===== config.mk =====
export PLATFORM = sky130hd
export DESIGN_NAME = cpu_run_ctrl
export DESIGN_NICKNAME = d
export VERILOG_FILES = /design/src/rtl/cpu_run_ctrl.sv
export SDC_FILE = /design/constraint.sdc
export NUM_CORES = 1
export LEC_CHECK = 0
export CORE_ASPECT_RATIO = 1.1
export CORE_MARGIN = 2
export CORE_UTILIZATION = 30
export CTS_BUF_LIST = sky130_fd_sc_hd__clkbuf_8
export CTS_CLUSTER_DIAMETER = 150
export DETAILED_ROUTE_END_ITERATION = 7
export HOLD_SLACK_MARGIN = 0.03
export PLACE_DENSITY = 0.55
export RECOVER_POWER = 100
export SLEW_MARGIN = 5
export SYNTH_ARGS = -nofsm -noshare
export SYNTH_HDL_FRONTEND = slang
export SYNTH_SLANG_ARGS = --single-unit

===== constraint.sdc =====
create_clock -name clk -period 4.5 [get_ports clk]
set_input_delay 0.675 -clock clk [delete_from_list [all_inputs] [get_ports clk]]
set_output_delay 0.675 -clock clk [all_outputs]
set_load 0.01 [all_outputs]

===== src/rtl/cpu_run_ctrl.sv =====
// Run controller for the single-cycle MIPS core: reset hold, run FSM, cycle budget and halt detection.
// Optional PC trace buffer is built when RUN_CTRL_TRACE_EN is defined.
module cpu_run_ctrl #(
  parameter int unsigned RST_CYCLES  = 1,
  parameter int unsigned MAX_CYCLES  = 40,
  parameter int unsigned CNT_W       = 32,
  parameter int unsigned PC_W        = 32,
  parameter logic [PC_W-1:0] END_PC  = {PC_W{1'b1}},
  parameter int unsigned LOOP_CYCLES = 4,
  parameter int unsigned TRACE_DEPTH = 8,
  localparam int unsigned IDX_W      = (TRACE_DEPTH > 1) ? $clog2(TRACE_DEPTH) : 1
) (
  input  logic             clk,
  input  logic             reset,
  input  logic             restart,
  input  logic             halt_in,
  input  logic [PC_W-1:0]  pc,
  output logic             cpu_reset,
  output logic             cpu_en,
  output logic [CNT_W-1:0] cycle_count,
  output logic             done,
  output logic             halted,
  output logic             timeout,
  input  logic [IDX_W-1:0] trace_idx,
  output logic [PC_W-1:0]  trace_pc
);

  localparam int unsigned HOLD_W  = (RST_CYCLES > 1) ? $clog2(RST_CYCLES) : 1;
  localparam int unsigned SAME_W  = 32;
  localparam logic        TO_EN   = (MAX_CYCLES != 0);
  localparam logic        LOOP_EN = (LOOP_CYCLES != 0);
  localparam logic        END_EN  = (END_PC != {PC_W{1'b1}});

  typedef enum logic [1:0] {ST_HOLD, ST_RUN, ST_HALTED, ST_TIMEOUT} state_e;

  state_e             state_q, state_d;
  logic [HOLD_W-1:0]  hold_cnt_q, hold_cnt_d;
  logic [CNT_W-1:0]   cycle_q, cycle_d;
  logic [PC_W-1:0]    prev_pc_q, prev_pc_d;
  logic [SAME_W-1:0]  same_q, same_d, same_nxt;
  logic               pc_valid_q, pc_valid_d;
  logic               cpu_reset_q, cpu_reset_d;
  logic               cpu_en_q, cpu_en_d;
  logic               done_q, done_d;
  logic               halted_q, halted_d;
  logic               timeout_q, timeout_d;
  logic               same_hit, loop_hit, end_hit, halt_hit, go_hold;

  always_ff @(posedge clk) begin
    if (!reset) begin
      state_q     <= ST_HOLD;
      hold_cnt_q  <= '0;
      cycle_q     <= '0;
      prev_pc_q   <= '0;
      same_q      <= '0;
      pc_valid_q  <= 1'b0;
      cpu_reset_q <= 1'b1;
      cpu_en_q    <= 1'b0;
      done_q      <= 1'b0;
      halted_q    <= 1'b0;
      timeout_q   <= 1'b0;
    end else begin
      state_q     <= state_d;
      hold_cnt_q  <= hold_cnt_d;
      cycle_q     <= cycle_d;
      prev_pc_q   <= prev_pc_d;
      same_q      <= same_d;
      pc_valid_q  <= pc_valid_d;
      cpu_reset_q <= cpu_reset_d;
      cpu_en_q    <= cpu_en_d;
      done_q      <= done_d;
      halted_q    <= halted_d;
      timeout_q   <= timeout_d;
    end
  end

  always_comb begin
    state_d    = state_q;
    hold_cnt_d = hold_cnt_q;
    cycle_d    = cycle_q;
    prev_pc_d  = prev_pc_q;
    same_d     = same_q;
    pc_valid_d = pc_valid_q;
    done_d     = done_q;
    halted_d   = halted_q;
    timeout_d  = timeout_q;
    go_hold    = 1'b0;

    // same_nxt is the run length of the current PC minus one, including this cycle
    same_hit = pc_valid_q && (pc == prev_pc_q);
    same_nxt = '0;
    if (same_hit) begin
      same_nxt = (same_q == {SAME_W{1'b1}}) ? same_q : same_q + SAME_W'(1);
    end
    loop_hit = LOOP_EN && same_hit && (same_nxt == SAME_W'(LOOP_CYCLES - 1));
    end_hit  = END_EN && (pc == END_PC);
    halt_hit = halt_in || end_hit || loop_hit;

    case (state_q)
      ST_HOLD: begin
        hold_cnt_d = hold_cnt_q + HOLD_W'(1);
        if (hold_cnt_q == HOLD_W'(RST_CYCLES - 1)) begin
          state_d = ST_RUN;
        end
      end
      ST_RUN: begin
        if (restart) begin
          go_hold = 1'b1;
        end else begin
          cycle_d    = (cycle_q == {CNT_W{1'b1}}) ? cycle_q : cycle_q + CNT_W'(1);
          prev_pc_d  = pc;
          pc_valid_d = 1'b1;
          same_d     = same_nxt;
          if (halt_hit) begin
            state_d  = ST_HALTED;
            done_d   = 1'b1;
            halted_d = 1'b1;
          end else if (TO_EN && (cycle_q == CNT_W'(MAX_CYCLES - 1))) begin
            state_d   = ST_TIMEOUT;
            done_d    = 1'b1;
            timeout_d = 1'b1;
          end
        end
      end
      ST_HALTED, ST_TIMEOUT: begin
        go_hold = restart;
      end
      default: begin
        go_hold = 1'b1;
      end
    endcase

    if (go_hold) begin
      state_d    = ST_HOLD;
      hold_cnt_d = '0;
      cycle_d    = '0;
      same_d     = '0;
      pc_valid_d = 1'b0;
      done_d     = 1'b0;
      halted_d   = 1'b0;
      timeout_d  = 1'b0;
    end

    cpu_reset_d = (state_d == ST_HOLD);
    cpu_en_d    = (state_d == ST_RUN);
  end

  assign cpu_reset   = cpu_reset_q;
  assign cpu_en      = cpu_en_q;
  assign cycle_count = cycle_q;
  assign done        = done_q;
  assign halted      = halted_q;
  assign timeout     = timeout_q;

`ifdef RUN_CTRL_TRACE_EN
  logic [PC_W-1:0]  trace_q [TRACE_DEPTH];
  logic [IDX_W-1:0] wptr_q;
  logic [IDX_W-1:0] rd_idx;
  logic             trace_wr;

  assign trace_wr = (state_q == ST_RUN) && !restart;

  // Circular PC capture; oldest entry is overwritten once the pointer wraps
  always_ff @(posedge clk) begin
    if (!reset || go_hold) begin
      wptr_q <= '0;
      for (int i = 0; i < int'(TRACE_DEPTH); i++) begin
        trace_q[i] <= '0;
      end
    end else if (trace_wr) begin
      trace_q[wptr_q] <= pc;
      wptr_q          <= wptr_q + IDX_W'(1);
    end
  end

  assign rd_idx   = wptr_q - IDX_W'(1) - trace_idx;
  assign trace_pc = trace_q[rd_idx];
`else
  logic unused_trace_idx;

  assign unused_trace_idx = ^trace_idx;
  assign trace_pc         = '0;
`endif

endmodule


Word-level counts from Yosys, hierarchy flattened --
Cells that the tools add are included.
Word-level totals: bits in read-only memories 0, bits of input ports 39, logic and storage cells 52, memories 0, RAM bits 0, bits in registers 105, bits in latches 0
Operators by class: reductions and logical operators 13, bitwise logic cells 4, div/mod/pow operators 0, shift operators 0, multipliers 0, equal/unequal tests 9, muxes and demuxes 12, magnitude comparators 0, add/sub/neg operators 3
Operators with widths (number):
- adder 32 x 1 -> 32 bit (second input constant) | 2
- equality test 32 bit (second input constant) | 2
- two-way mux 32 bit | 2
- equality test 32 x 2 -> 1 bit (second input constant) | 1
- equality test 32 bit | 1
- equality test 32 x 6 -> 1 bit (second input constant) | 1
- two-way mux 2 bit | 5
- AND reduction 3 bit | 3
- equality test 2 x 1 -> 1 bit (second input constant) | 2
- equality test 2 bit (second input constant) | 2
- zero test 2 bit | 2
- NOT 1 bit | 4
- one-hot mux 2 bit (2 select lines) | 1
- AND reduction 4 bit | 1
- OR reduction 2 bit | 2
- two-way mux 1 bit | 3
- logical AND 1 bit | 2
- one-hot mux 1 bit (2 select lines) | 1
- AND reduction 2 bit | 1
- nonzero test 2 bit | 1
- adder 1 bit (second input constant) | 1
- logical OR 1 bit | 1

Longest topological paths before layout --
Gate-level depths: netlist of run 1.
depth after elaboration 11, gate-level depth with buffers 11

Worst setup path before layout of run 1 --
OpenSTA, ideal clock, no wires.
path type input port to flip-flop, start point in pc[22], end point reg cpu_en_q (netlist: cpu_en), required time 4.369 ns, path slack 1.361 ns, arrival time 3.008 ns, cell stages on the path 10, cell sequence xor2_1 > nor4_1 > nand4_1 > or4_1 > clkbuf_1 > nor4_1 > or4b_1 > nor4_4 > o21ai_1 > nor4b_2
Between the ends: longest elaborated chain between the ends 11
RTL lines:
- start, declared | RTL line 17 | input logic [PC_W-1:0] pc,
- equality test 32 bit * | RTL line 90 | same_hit = pc_valid_q && (pc == prev_pc_q);
- logical AND 1 bit * | RTL line 90
- two-way mux 32 bit | RTL line 92 | if (same_hit) begin
- equality test 32 x 2 -> 1 bit | RTL line 95 | loop_hit = LOOP_EN && same_hit && (same_nxt == SAME_W'(LOOP_CYCLES - 1));
- logical AND 1 bit * | RTL line 95
- logical OR 1 bit * | RTL line 97 | halt_hit = halt_in || end_hit || loop_hit;
- two-way mux 2 bit * | RTL line 114 | if (halt_hit) begin
- two-way mux 2 bit * | RTL line 107 | if (restart) begin
- one-hot mux 2 bit (2 select lines) * | RTL line 99 | case (state_q)
- two-way mux 2 bit * | RTL line 133 | if (go_hold) begin
- equality test 2 x 1 -> 1 bit * | RTL line 145 | cpu_en_d = (state_d == ST_RUN);
- end signal, assigned | RTL line 70 | cpu_en_q <= cpu_en_d;
- end, declared | RTL line 43 | logic cpu_en_q, cpu_en_d;
Mark *: on every way between the ends. The rest lies on a longest branch, timed or not. A chain may end at the register's enable or synchronous reset.

Worst setup path in the final report of run 1 --
start point in pc[23], end point reg same_q[29]
Between the ends: longest elaborated chain between the ends 3
RTL lines:
- equality test 32 bit | RTL line 90
- logical AND 1 bit | RTL line 90
- two-way mux 32 bit | RTL line 92
- end signal, assigned | RTL line 67 | same_q <= same_d;
- end, declared | RTL line 40 | logic [SAME_W-1:0] same_q, same_d, same_nxt;
Every way passes these cells.

==> results of run 1 <==
power breakdown:
group          internal [mW]  switching (mW)  leakage (nW)
sequential             0.963          0.0212         0.850
clock                  0.274           0.346         0.103
combinational         0.0953           0.140          1.48
total                   1.33           0.507          2.43
cell type report:
type / instances / area [sq um] / share of cell area [%]
Clock buffer: 10 / 138 / 1.96
Clock inverter: 6 / 65.1 / 0.925
Tap cell: 252 / 315 / 4.48
Timing Repair Buffer: 82 / 795 / 11.3
Multi-Input combinational cell: 623 / 3570 / 50.8
Inverter: 13 / 48.8 / 0.694
Sequential cell: 105 / 2100 / 29.9
cells in the mapped netlist, drive strengths merged, types with 3 or more instances:
cell type,instances
nor3,24
and4,10
nand4,26
a311oi,4
nand3b,3
o21ai,42
xor2,45
or4,7
a31oi,7
nor2b,8
nand3,22
nor4,22
or3,21
nand2,108
and2,7
and3,11
nor2,80
or2,4
a21boi,32
clkbuf,40
buf,38
inv,13
a21oi,50
xnor2,25
dfxtp,105
path summary, 6_finish.rpt:
| check | cells past startpoint | endpoint |
|---|---|---|
| setup / recovery | 10 | same_q[29] |
| hold / removal | 2 | done |
| setup reg to reg | 10 | cpu_en |
| hold reg to reg | 2 | done |
sequential cells by signal (all words and copies together), names as in the netlist:
register     cells
cpu_en           1
cpu_reset        1
cycle_count     32
done             1
halted           1
hold_cnt_q       1
pc_valid_q       1
prev_pc_q       32
same_q          32
state_q          2
timeout          1
layer usage:
layer	vias to the layer above	wire, um	track usage (%)
met5	-	0	0
met4	0	193	3.13
met3	14	923	4.34
met2	129	7210	23.8
met1	2503	7350	19.1
li1	2772	-	-
critical path, delay by kind of cell:
family / cells / cell delay [ns]
simple gates: 5 / 2.24
buf+inv: 3 / 1.10
xor+xnor: 1 / 0.15
compound gates: 1 / 0.14
cell families (layout without fill, tap and decap cells):
logic type / after synthesis / count (layout) / synth area share, %
and+or+nand+nor: 363 / 363 / 30.9
AOI/OAI and AO/OA: 154 / 154 / 15.6
DFF: 105 / 105 / 34.8
buffers and inverters: 91 / 111 / 7.75
xor gates and xnor gates: 70 / 70 / 10.2
muxes: 2 / 2 / 0.332
other: 1 / 32 / 0.0621
adders and majority gates: 2 / 2 / 0.414
==> metrics.md, run 1 <==
| Metric | Value |
|---|---|
| Rows | `54` |
| Avg Inst Size Synth | `7.66 sq um` |
| NumNets Final | `875` |
| Vias in the first global route | `5,178` |
| Hpwl dp | `10.9 mm` |
| Slew Viols, Final | `29` |
| Setup_tns | `0 ns` |
| Normalized max-slew margin | `-62.4%` |
| Commonest cells after routing, fill and taps aside | `107 x nand2_1, 105 x dfxtp_1, 80 x nor2_1` |
| Status | `complete, but fails checks` |
| Initial DRC count | `373` |
| Gr ovfl total | `0` |
| Syn Inst Count | `788` |
| Final Cycle Share | `89.7%` |
| CTS Hold Bufs | `0` |
| Post-synthesis sequential area ratio | `34.8%` |
| FF+latch count, synth | `105` |
| Layout cell share with drive strength beyond 1 | `3.93%` |
| Critical path required time | `4.80 ns` |
| Starting density of the core | `30.5%` |
| I/O Pins | `108` |
| Netlist cell types | `60` |
| HP Class | `reg -> reg` |
| Final Hold Vio Count | `0` |
| Crit Path Max Fanout | `35` |
| Post-route cell area | `7030 sq um` |
| Tot Pwr | `1.84 mW` |
| Number of synthesized flops with an enable pin | `0` |
| Layout Utilization | `35.5%` |
| Min Hold Slack | `0.458 ns` |
| GP Congestion | `0.824` |
| Remaining antenna violation count after routing | `0` |
| Wirelength, routed | `15.7 mm` |
| Longest Clk Path Bufs | `2` |
| Placed cell count | `1,075` |
| Worst Skew | `0.00879 ns` |
| Failing checks | `max-capacitance violations, max-slew violations` |
| Crit Path Class | `in -> reg` |
| Warnings from Yosys | `0` |
| Mapped cell area | `6040 sq um` |
| H-tree levels | `3` |
| Router iterations before antenna repair | `5` |
| Non-Filler Instances | `1,091` |
| Least-Margin Pin Slew | `2.42 ns` |
| Die Span Y | `153 um` |
| CTS Buf Count | `9` |
| Most used flip-flop cell after synthesis | `dfxtp_1` |
| Origin of the critical flop-to-flop path | `same_q[0]` |
| VDD IR-drop max | `0.000129 V` |
| Root Buffer | `clkbuf_8` |
| Setup ws final | `0.464 ns` |
| GR Util All Layers | `14.6%` |
| Placed instance area | `6870 sq um` |
| IO Port Bufs | `72` |
| Min-Delay Startpoint | `done` |
| WL/cell | `14.4 um` |
| Leakage Power | `2.43 nW` |
| Largest net degree at the start of global routing | `56` |
| Slowest stage delay, CP | `0.65 ns` |
| Total core area | `19,800 sq um` |
| Worst-path clk slew | `0.10 ns` |
| DR vias | `5,418` |
| CP Cell Sequence | `clkdlybuf4s50_1 > xor2_1 > nor4_1 > buf_4 > nand4_1 > or4_1 > clkbuf_2 > or2_0 > or4_1 > a21oi_1` |
| Die X | `139 um` |
| Post-CTS Resized | `0` |
| Fmax | `248 MHz` |
| Leading cell type in the layout, fill and taps excluded | `nand2_1` |
| Antenna Cells | `0` |
| Worst path arrival time | `4.33 ns` |
| Initial antenna violation count | `0` |
| RSZ-0062 raised after global routing | `false` |
| TritonCTS clock tree | `built` |
| Max Cap Violations | `2` |
| Tmin final | `4.04 ns` |
| Pre-CTS setup slack | `0.451 ns` |
| Postcts setup bufs | `0` |
| Area delta synth->final | `16.5%` |
| Ys async rst share | `0%` |
| DIE AREA | `21,300 sq um` |
| First-pass GRT wire length | `25.9 mm` |
| Cell mode on critical path | `or4_1` |
| Slowest-stage cell, CP | `or2_0` |
| Setup crit end kind | `flop` |
| Via density | `4.97` |
| DRC violations left | `0` |
| Power per cell area | `261 nW/um^2` |
| Setup violators final | `0` |
| CP startpoint kind | `input pin` |
| Total clock sinks | `105` |
| Fill cells | `2,087` |
| Area contributors post-synth | `dfxtp_1 35%, nand2_1 6.7%, xor2_1 6.5%, nor2_1 5.0%, a21oi_1 4.1%` |
| Worst-Skew Late Latency | `0.38 ns` |
| Crit path from | `pc[23]` |
| Top-area cell type share of the netlist area | `34.8%` |
| Synth area leader | `dfxtp_1` |
| Setup slack, reg-to-reg | `0.84 ns` |
(Power assumes the default switching activity.)
==> run 2: changes to the inputs <==
Settings changed: CORE_MARGIN 2 to 3, CORE_UTILIZATION 30 to 59, GPL_ROUTABILITY_DRIVEN set to 1, PLACE_DENSITY 0.55 to 0.93.
==> run 2 against run 1 <==
Net effect:
- the flow still finishes with violations (max-capacitance violations, max-slew violations)
- final cell count is 12% lower
- critical path depth did not move
- global-route usage is 10 points higher
- wire length shrank 8.6%
- die area shrank 46%
- fmax increased by 4.6%
- clock skew is 0.016 ns higher
- first-iteration DRC count is 0.54% higher
- via count grew 5.4%
- sequential share of layout area increased by 0.80 points
- critical path type unchanged
- critical endpoint is now state_q[0]
- highest routed layer unchanged
==> metrics.md, run 2 (synthesized netlist as in run 1, its figures left out) <==
| Metric | Value |
|---|---|
| Status | `complete, but fails checks` |
| Failing checks | `max-capacitance violations, max-slew violations` |
| RSZ-0062 raised after global routing | `false` |
| GR Util All Layers | `24.9% (+10 points)` |
| Cell mode on critical path | `nor4_1` |
| Die X | `102 um (-26%)` |
| Setup violators final | `0 (unchanged)` |
| Least-Margin Pin Slew | `2.80 ns (+0.377 ns)` |
| Vias in the first global route | `5,190 (+0.23%)` |
| GP Congestion | `0.941 (+14%)` |
| Total core area | `9940 sq um (-50%)` |
| Hold Path Stages | `2 (unchanged)` |
| Via density | `5.97 (+20%)` |
| Crit Path Class | `in -> reg` |
| Min-Delay Startpoint | `halted` |
| I/O Pins | `108 (unchanged)` |
| Tmin final | `3.86 ns (-0.179 ns)` |
| Final Hold Vio Count | `0 (unchanged)` |
| Critical path required time | `4.64 ns (-0.16 ns)` |
| Area delta synth->final | `13.5%` |
| Worst-path clk slew | `0.10 ns (about the same)` |
| Postcts setup bufs | `0 (unchanged)` |
| Origin of the critical flop-to-flop path | `same_q[0]` |
| Slowest stage delay, CP | `0.60 ns (-0.05 ns)` |
| DR vias | `5,713 (+5.4%)` |
| Setup slack, reg-to-reg | `0.87 ns (+0.03 ns)` |
| Total clock sinks | `105 (unchanged)` |
| R2R Path End | `state_q[0]` |
| Worst Skew | `0.0247 ns (+0.0159 ns)` |
| Normalized max-slew margin | `-87.7% (-25 points)` |
| CP Cell Sequence | `dlygate4sd3_1 > xor2_1 > nor4_1 > nand4_1 > or4_1 > nor4_1 > or4b_1 > nor4_4 > o21ai_0 > nor3b_1` |
| Final Cycle Share | `85.7% (-4.0 points)` |
| DIE AREA | `11,500 sq um (-46%)` |
| Power per cell area | `258 nW/um^2 (-1.4%)` |
| Placed cell count | `941 (-12%)` |
| Fill cells | `788 (-62%)` |
| H-tree levels | `3 (unchanged)` |
| Crit Path Max Fanout | `3 (-91%)` |
| Initial DRC count | `375 (+0.54%)` |
| Commonest cells after routing, fill and taps aside | `107 x nand2_1, 105 x dfxtp_1, 80 x nor2_1` |
| Starting density of the core | `60.8% (+30 points)` |
| CTS Hold Bufs | `0 (unchanged)` |
| Longest Clk Path Bufs | `2 (unchanged)` |
| Antenna Cells | `0 (unchanged)` |
| Gr ovfl total | `0 (unchanged)` |
| Router iterations before antenna repair | `5 (unchanged)` |
| WHS Endpoint | `halted` |
| Wirelength, routed | `14.3 mm (-8.6%)` |
| IO Port Bufs | `72 (unchanged)` |
| Layout cell share with drive strength beyond 1 | `4.30% (+0.37 points)` |
| Fmax | `259 MHz (+4.6%)` |
| Worst-Skew Late Latency | `0.37 ns (about the same)` |
| Worst path arrival time | `4.00 ns (-0.33 ns)` |
| R2R depth | `10 (unchanged)` |
| Slowest-stage cell, CP | `or4_1` |
| Leading cell type in the layout, fill and taps excluded | `nand2_1` |
| Remaining antenna violation count after routing | `0 (unchanged)` |
| Tot Pwr | `1.77 mW (-4.0%)` |
| Slew Viols, Final | `96 (+230%)` |
| Largest net degree at the start of global routing | `56 (unchanged)` |
| Rows | `38 (-30%)` |
| CP startpoint kind | `input pin` |
| Hpwl dp | `10.2 mm (-6.7%)` |
| Max Cap Violations | `2 (unchanged)` |
| CTS Buf Count | `9 (unchanged)` |
| HP Class | `reg -> reg` |
| Setup_tns | `0 ns (unchanged)` |
| Die Span Y | `112 um (-27%)` |
| Initial antenna violation count | `0 (unchanged)` |
| VDD IR-drop max | `0.000192 V (+49%)` |
| Setup crit end kind | `flop` |
| Leakage Power | `2.42 nW (-0.31%)` |
| Post-CTS Resized | `0 (unchanged)` |
| First-pass GRT wire length | `23.6 mm (-8.9%)` |
| Root Buffer | `clkbuf_8` |
| Non-Filler Instances | `957 (-12%)` |
| NumNets Final | `873 (-0.23%)` |
| TritonCTS clock tree | `built` |
| WL/cell | `15.0 um (+4.2%)` |
| DRC violations left | `0 (unchanged)` |
run 2: metrics by stage:
stage / util, % / setup slack, ns / area (sq um) / hold WS (ns)
2_1_floorplan: - / 1.36 / 6150 / 0.440
4_1_cts: 69.1 / 0.883 / 6870 / 0.459
6_report: 68.9 / 0.643 / 6850 / 0.452
3_3_place_gp: 67.2 / 0.552 / 6680 / 0.433
3_5_place_dp: 67.2 / 0.509 / 6680 / 0.445
5_1_grt: 68.9 / 0.326 / 6850 / 0.479
run 2: worst max path at each step:
| stage | start | to | cells past startpoint |
|---|---|---|---|
| detailed placement | pc[22] | state_q[0] | 10 |
| floorplan | pc[22] | cpu_en | 10 |
| global placement | pc[22] | state_q[0] | 10 |
| global route | restart | same_q[17] | 5 |
| CTS | pc[22] | state_q[0] | 10 |
| finish | pc[13] | state_q[0] | 10 |
run 2: report_power, final:
part	internal, mW	switching, mW	leakage, nW
sequential	0.963	0.0221	0.850
combinational	0.0916	0.138	1.47
clock	0.211	0.340	0.0983
run 2: final cells by class:
cell class	instances	area, sq um	share of cell area [%]
sequential	105	2100	30.7
clock inverter	7	63.8	0.932
multi-input combinational	623	3590	52.4
clock buffer	9	124	1.81
tap	120	150	2.19
timing repair buffer	80	774	11.3
inverter	13	48.8	0.712
run 2: critical path: cells and delay by family:
family / cells / cell delay, ns
AOI/OAI and AO/OA: 1 / 0.16
xor gates and xnor gates: 1 / 0.16
buffers and inverters: 1 / 0.57
and+or+nand+nor: 7 / 2.44
run 2: metal layers:
| metal | global-route usage, % | vias to the layer above | part of all wire [%] |
|---|---|---|---|
| met3 | 6.28 | 40 | 8.0 |
| met4 | 9.19 | 0 | 2.7 |
| met1 | 31.5 | 2641 | 41 |
| met2 | 40.6 | 240 | 48 |
| li1 | - | 2792 | - |
| met5 | 0 | - | 0 |
==> run 3: changes to the inputs <==
Settings changed: TNS_END_PERCENT set to 50.
==> results of run 3 <==
The final DEF is identical to that of run 2; final timing and power are the same.
==> RTL change 1, RTL diff (settings of run 2) <==
Set the parameter `PC_W` to 48 (it was 32).
--- a/src/rtl/cpu_run_ctrl.sv
+++ b/src/rtl/cpu_run_ctrl.sv
@@ -5,5 +5,5 @@
   parameter int unsigned MAX_CYCLES  = 40,
   parameter int unsigned CNT_W       = 32,
-  parameter int unsigned PC_W        = 32,
+  parameter int unsigned PC_W        = 48,
   parameter logic [PC_W-1:0] END_PC  = {PC_W{1'b1}},
   parameter int unsigned LOOP_CYCLES = 4,
Interface: changed (resized pc and trace_pc); port bits go from 108 to 140. No check against the original RTL was run, so the function may have changed too.
==> RTL change 1 against run 2 <==
- the run still ends with capacitance limit, slew limit left
- setup slack improved by 210 ps
- final cell count increased by 19%
- sequential power increased by 16%
- cell area up 20%
- synthesized area increased by 20%
- sequential cell count is 16 higher
- routed wire length is 28% higher
- total power up 40%
- largest cell class unchanged
==> RTL change 1: results (changes against run 2) <==
[global_route] number of antenna violations at the first check in global routing 1 [was 0]
[power] static leakage 3.01 nW [was 2.42 nW]
[timing] actual transition at the worst max-transition pin 1750 ps [was 2800 ps]
[clock_tree] number of CTS-inserted buffers 17 [was 9]
[setup_path] worst stage delay on the critical path 570 ps [was 600 ps]
[drt] via count 6668 [was 5713]
[clock_tree] clock slew seen by the registers of the worst setup and hold paths 70 ps [was 100 ps]
[placement] number of buffers added on ports 88 [was 72]
[clock_tree] maximum level of the CTS H-tree 4 [was 3]
[clock_tree] source-to-sink clock delay at the later pin of the worst-skew pair 460 ps [was 370 ps]
[run_status] result of the run finished, violations left [unchanged]
[setup_path] biggest fanout along the worst timing path 16 [was 3]
[setup_path] slowest CP cell sky130_fd_sc_hd__dlygate4sd3_1 [was sky130_fd_sc_hd__or4_1]
[cells_and_area] Layout fillers 890 [was 788]
[placement] Detail Placement HPWL 12200 um [was 10200 um]
[timing] Slew Viols, Final 41 [was 96]
[power] peak ir drop on the vdd network 0.210 mV [was 0.192 mV]
[logic_synthesis] number of unique standard cell types used by synthesis 78 [was 60]
[logic_synthesis] top cells by instance count after synthesis 165 x sky130_fd_sc_hd__nand2_1, 121 x sky130_fd_sc_hd__dfxtp_1, 65 x sky130_fd_sc_hd__xor2_1, 64 x sky130_fd_sc_hd__nor2_1, 52 x sky130_fd_sc_hd__buf_4 [was 108 x sky130_fd_sc_hd__nand2_1, 105 x sky130_fd_sc_hd__dfxtp_1, 80 x sky130_fd_sc_hd__nor2_1, 50 x sky130_fd_sc_hd__a21oi_1, 45 x sky130_fd_sc_hd__xor2_1]
[drt] Routed wire per std cell 16.2 um [was 15.0 um]
[logic_synthesis] sequential-to-total area share from yosys stat 0.335 [was 0.348]
[placement] final RePlAce weighted congestion 0.916 [was 0.941]
[job] max-cap violations 1 [was 2]
[logic_synthesis] main area contributors after synthesis sky130_fd_sc_hd__dfxtp_1 34%, sky130_fd_sc_hd__nand2_1 8.6%, sky130_fd_sc_hd__xor2_1 7.9% [was sky130_fd_sc_hd__dfxtp_1 35%, sky130_fd_sc_hd__nand2_1 6.7%, sky130_fd_sc_hd__xor2_1 6.5%]
[run_status] failing checks capacitance limit, slew limit [unchanged]
[cells_and_area] fraction of final layout cells with drive strength greater than 1 0.0640 [was 0.0430]
==> RTL change 1: changes by cell type after synthesis, moves of 10 or more <==
cell	run 2	this run
sky130_fd_sc_hd__dfxtp_1	105	121
sky130_fd_sc_hd__xnor2_1	25	12
sky130_fd_sc_hd__a21boi_0	32	48
sky130_fd_sc_hd__nor2_1	80	64
sky130_fd_sc_hd__xor2_1	45	65
sky130_fd_sc_hd__buf_4	32	52
sky130_fd_sc_hd__clkbuf_1	40	30
sky130_fd_sc_hd__nand2_1	108	165
==> RTL change 1: worst paths after layout <==
path / to / from / slack, ps / cells past startpoint
max: same_q[17] / pc[42] / 850 / 10
min: timeout / timeout / 470 / 2
max reg2reg: state_q[1] / same_q[0] / 1160 / 10
min reg2reg: timeout / timeout / 470 / 2
==> RTL change 1: cell type report <==
cell class	instances	share of cell area
multi-input combinational	725	0.512
timing repair buffer	96	0.113
antenna	1	0.000305
inverter	11	0.00503
tap	150	0.0229
sequential	121	0.295
clock inverter	11	0.0177
clock buffer	20	0.0335
==> RTL change 1: metal layers <==
metal | global-route usage | wire, um
met5 | 0 | 0
met2 | 0.465 | 9210
met1 | 0.308 | 7330
met3 | 0.0800 | 1380
met4 | 0.0958 | 447
==> RTL change 1: report_power, final <==
group	switching [mW]	internal, mW	total [mW]	leakage [nW]
clock	0.459	0.589	1.05	0.213
combinational	0.169	0.115	0.284	1.82
sequential	0.0288	1.11	1.14	0.980
==> RTL change 1: worst max-delay path: cells and delay by family <==
family | cells | cell delay [ps]
AND/OR/NAND/NOR | 5 | 1790
AO/OA/AOI/OAI | 1 | 150
XOR/XNOR | 1 | 160
buffers and inverters | 3 | 1240
==> RTL change 1: cells by family (layout without fill, tap and decap cells) <==
group / after synthesis / count (layout) / share of synthesized area
buf+inv: 118 / 138 / 0.104
xor+xnor: 77 / 77 / 0.0933
other cells: 1 / 49 / 0.000519
compound gates: 179 / 179 / 0.167
fa+ha+maj: 2 / 2 / 0.00346
mux: 5 / 5 / 0.00710
simple gates: 414 / 414 / 0.289
flops: 121 / 121 / 0.335
==> RTL change 1: per-stage QoR <==
step | util | std cells | instance area (sq um) | worst slack, ps | hold WS (ps)
after global routing | 0.702 | 1135 | 8210 | 659 | 499
after floorplan | - | 964 | 7400 | 1860 | 440
after global placement | 0.670 | 1103 | 7830 | 870 | 445
after detailed placement | 0.670 | 1103 | 7830 | 820 | 460
final | 0.702 | 1135 | 8210 | 854 | 475
after CTS | 0.705 | 1134 | 8250 | 1300 | 473
==> RTL change 2, RTL diff (settings of run 2) <==
Without the edit above. The 4 states of `state_e` get a Gray code encoding in 2 bits.
--- a/src/rtl/cpu_run_ctrl.sv
+++ b/src/rtl/cpu_run_ctrl.sv
@@ -32,5 +32,5 @@
   localparam logic        END_EN  = (END_PC != {PC_W{1'b1}});
 
-  typedef enum logic [1:0] {ST_HOLD, ST_RUN, ST_HALTED, ST_TIMEOUT} state_e;
+  typedef enum logic [1:0] {ST_HOLD = 2'b00, ST_RUN = 2'b01, ST_HALTED = 2'b11, ST_TIMEOUT = 2'b10} state_e;
 
   state_e             state_q, state_d;
Function: no difference found for any inputs over 10 cycles, from zero or initial values and one cycle with reset low; not proved beyond that.
==> RTL change 2 against run 2 <==
- the flow still finishes with violations (capacitance limit, slew limit)
- routed wire length up 8.8%
- sequential cell count stayed put
- setup slack worse by 53 ps
- count of clock-buffer cells in the layout rose by 1
- total power up 0.25%
- synthesized area grew 3.1%
- sequential share of layout area down 0.56 points
- cell area is 1.9% higher
- largest power group unchanged
- highest routed layer unchanged
==> RTL change 2: results (changes against run 2) <==
[run_status] result of the run finished, violations left [unchanged]
[run_status] failing checks capacitance limit, slew limit [unchanged]
[drt] routed length on met1 6510 um [was 5900 um]
[timing] relative slew slack -0.357 [was -0.877]
[job] max-cap violations 1 [was 2]
[logic_synthesis] compound-cell area share of the yosys netlist 0.164 [was 0.156]
[drt] Routed wire per std cell 15.7 um [was 15.0 um]
[global_route] global-route met3 utilization 0.0583 [was 0.0628]
[power] proportion of power drawn by combinational gates 0.128 [was 0.130]
[timing] Post-Route Hold Slack 479 ps [was 452 ps]
[cells_and_area] fin nets 887 [was 873]
[timing] Slew Viols, Final 45 [was 96]
[global_route] Tot GR Track Use 0.261 [was 0.249]
[setup_path] startpoint of the worst-slack reg-to-reg timing path prev_pc_q[23] [was same_q[0]]
[logic_synthesis] adder and majority cell fraction of the synthesized area 0.00402 [was 0.00415]
[logic_synthesis] Post-Synthesis Cells 803 [was 788]
[logic_synthesis] top cells by instance count after synthesis 124 x sky130_fd_sc_hd__nand2_1, 105 x sky130_fd_sc_hd__dfxtp_1, 74 x sky130_fd_sc_hd__nor2_1, 46 x sky130_fd_sc_hd__a21oi_1, 41 x sky130_fd_sc_hd__o21ai_0 [was 108 x sky130_fd_sc_hd__nand2_1, 105 x sky130_fd_sc_hd__dfxtp_1, 80 x sky130_fd_sc_hd__nor2_1, 50 x sky130_fd_sc_hd__a21oi_1, 45 x sky130_fd_sc_hd__xor2_1]
[placement] final RePlAce weighted congestion 0.921 [was 0.941]
[global_route] vias in the first global route 5472 [was 5190]
[setup_path] worst setup slack for register-to-register paths 990 ps [was 870 ps]
[placement] Placed Instances 975 [was 941]
[setup_path] biggest fanout along the worst timing path 6 [was 3]
[placement] placed cell areas 6850 sq um [was 6680 sq um]
[setup_path] worst stage delay on the critical path 620 ps [was 600 ps]
[logic_synthesis] xor-xnor portion of the synthesized cell area 0.0969 [was 0.102]
[setup_path] count of buffering cells on the critical path with inverters included 2 [was 1]
[drt] Met3 Wirelength 1140 um [about the same]
[global_route] met1 track demand over resource 0.327 [was 0.315]
[cells_and_area] fraction of final layout cells with drive strength greater than 1 0.0482 [was 0.0430]
[setup_path] Worst Reg-to-Reg Cells 9 [was 10]
[global_route] global-route wire length before repair 25800 um [was 23600 um]
[power] clock network power share 0.319 [was 0.312]
[global_route] pin count of the biggest net entering global routing 60 [was 56]
==> RTL change 2: cell types whose count changed in the layout (fill, tap and decap cells not counted), sizes merged, moves of 5 or more <==
| cell | run 2 | this run |
|---|---|---|
| xnor2 | 25 | 37 |
| or3 | 21 | 15 |
| nor3 | 24 | 19 |
| nand4 | 26 | 33 |
| xor2 | 45 | 31 |
| nor2b | 8 | 2 |
| nand2 | 108 | 125 |
| nor2 | 80 | 74 |
==> RTL change 2: tightest hold or removal path, cell delays in order, from the launching register on <==
cell and delay, ps:
sky130_fd_sc_hd__dfxtp_1 330, sky130_fd_sc_hd__nand2_1 50, sky130_fd_sc_hd__a21boi_0 60
==> RTL change 2: logic make-up (layout without fill, tap and decap cells) <==
logic type | Yosys count | after routing
and+or+nand+nor | 376 | 376
AOI/OAI and AO/OA | 162 | 162
DFF | 105 | 105
buffers and inverters | 88 | 105
xor gates and xnor gates | 68 | 68
adders and majority gates | 2 | 2
other | 1 | 32
muxes | 1 | 1
==> RTL change 2: final cells by class <==
type / instances / area [sq um] / area share
multi-input combinational: 641 / 3730 / 0.534
sequential: 105 / 2100 / 0.301
tap: 140 / 175 / 0.0251
clock inverter: 6 / 41.3 / 0.00592
clock buffer: 10 / 138 / 0.0197
timing repair buffer: 78 / 754 / 0.108
inverter: 11 / 41.3 / 0.00592
==> RTL change 2: worst max-delay path by stage <==
stage	cells past startpoint	startpoint	slack, ps	endpoint
2_1_floorplan	8	pc[23]	1510	timeout
3_3_place_gp	10	pc[23]	810	timeout
3_5_place_dp	10	pc[23]	790	timeout
4_1_cts	10	pc[23]	1170	timeout
5_1_grt	9	pc[28]	460	same_q[29]
6_report	10	pc[23]	590	timeout
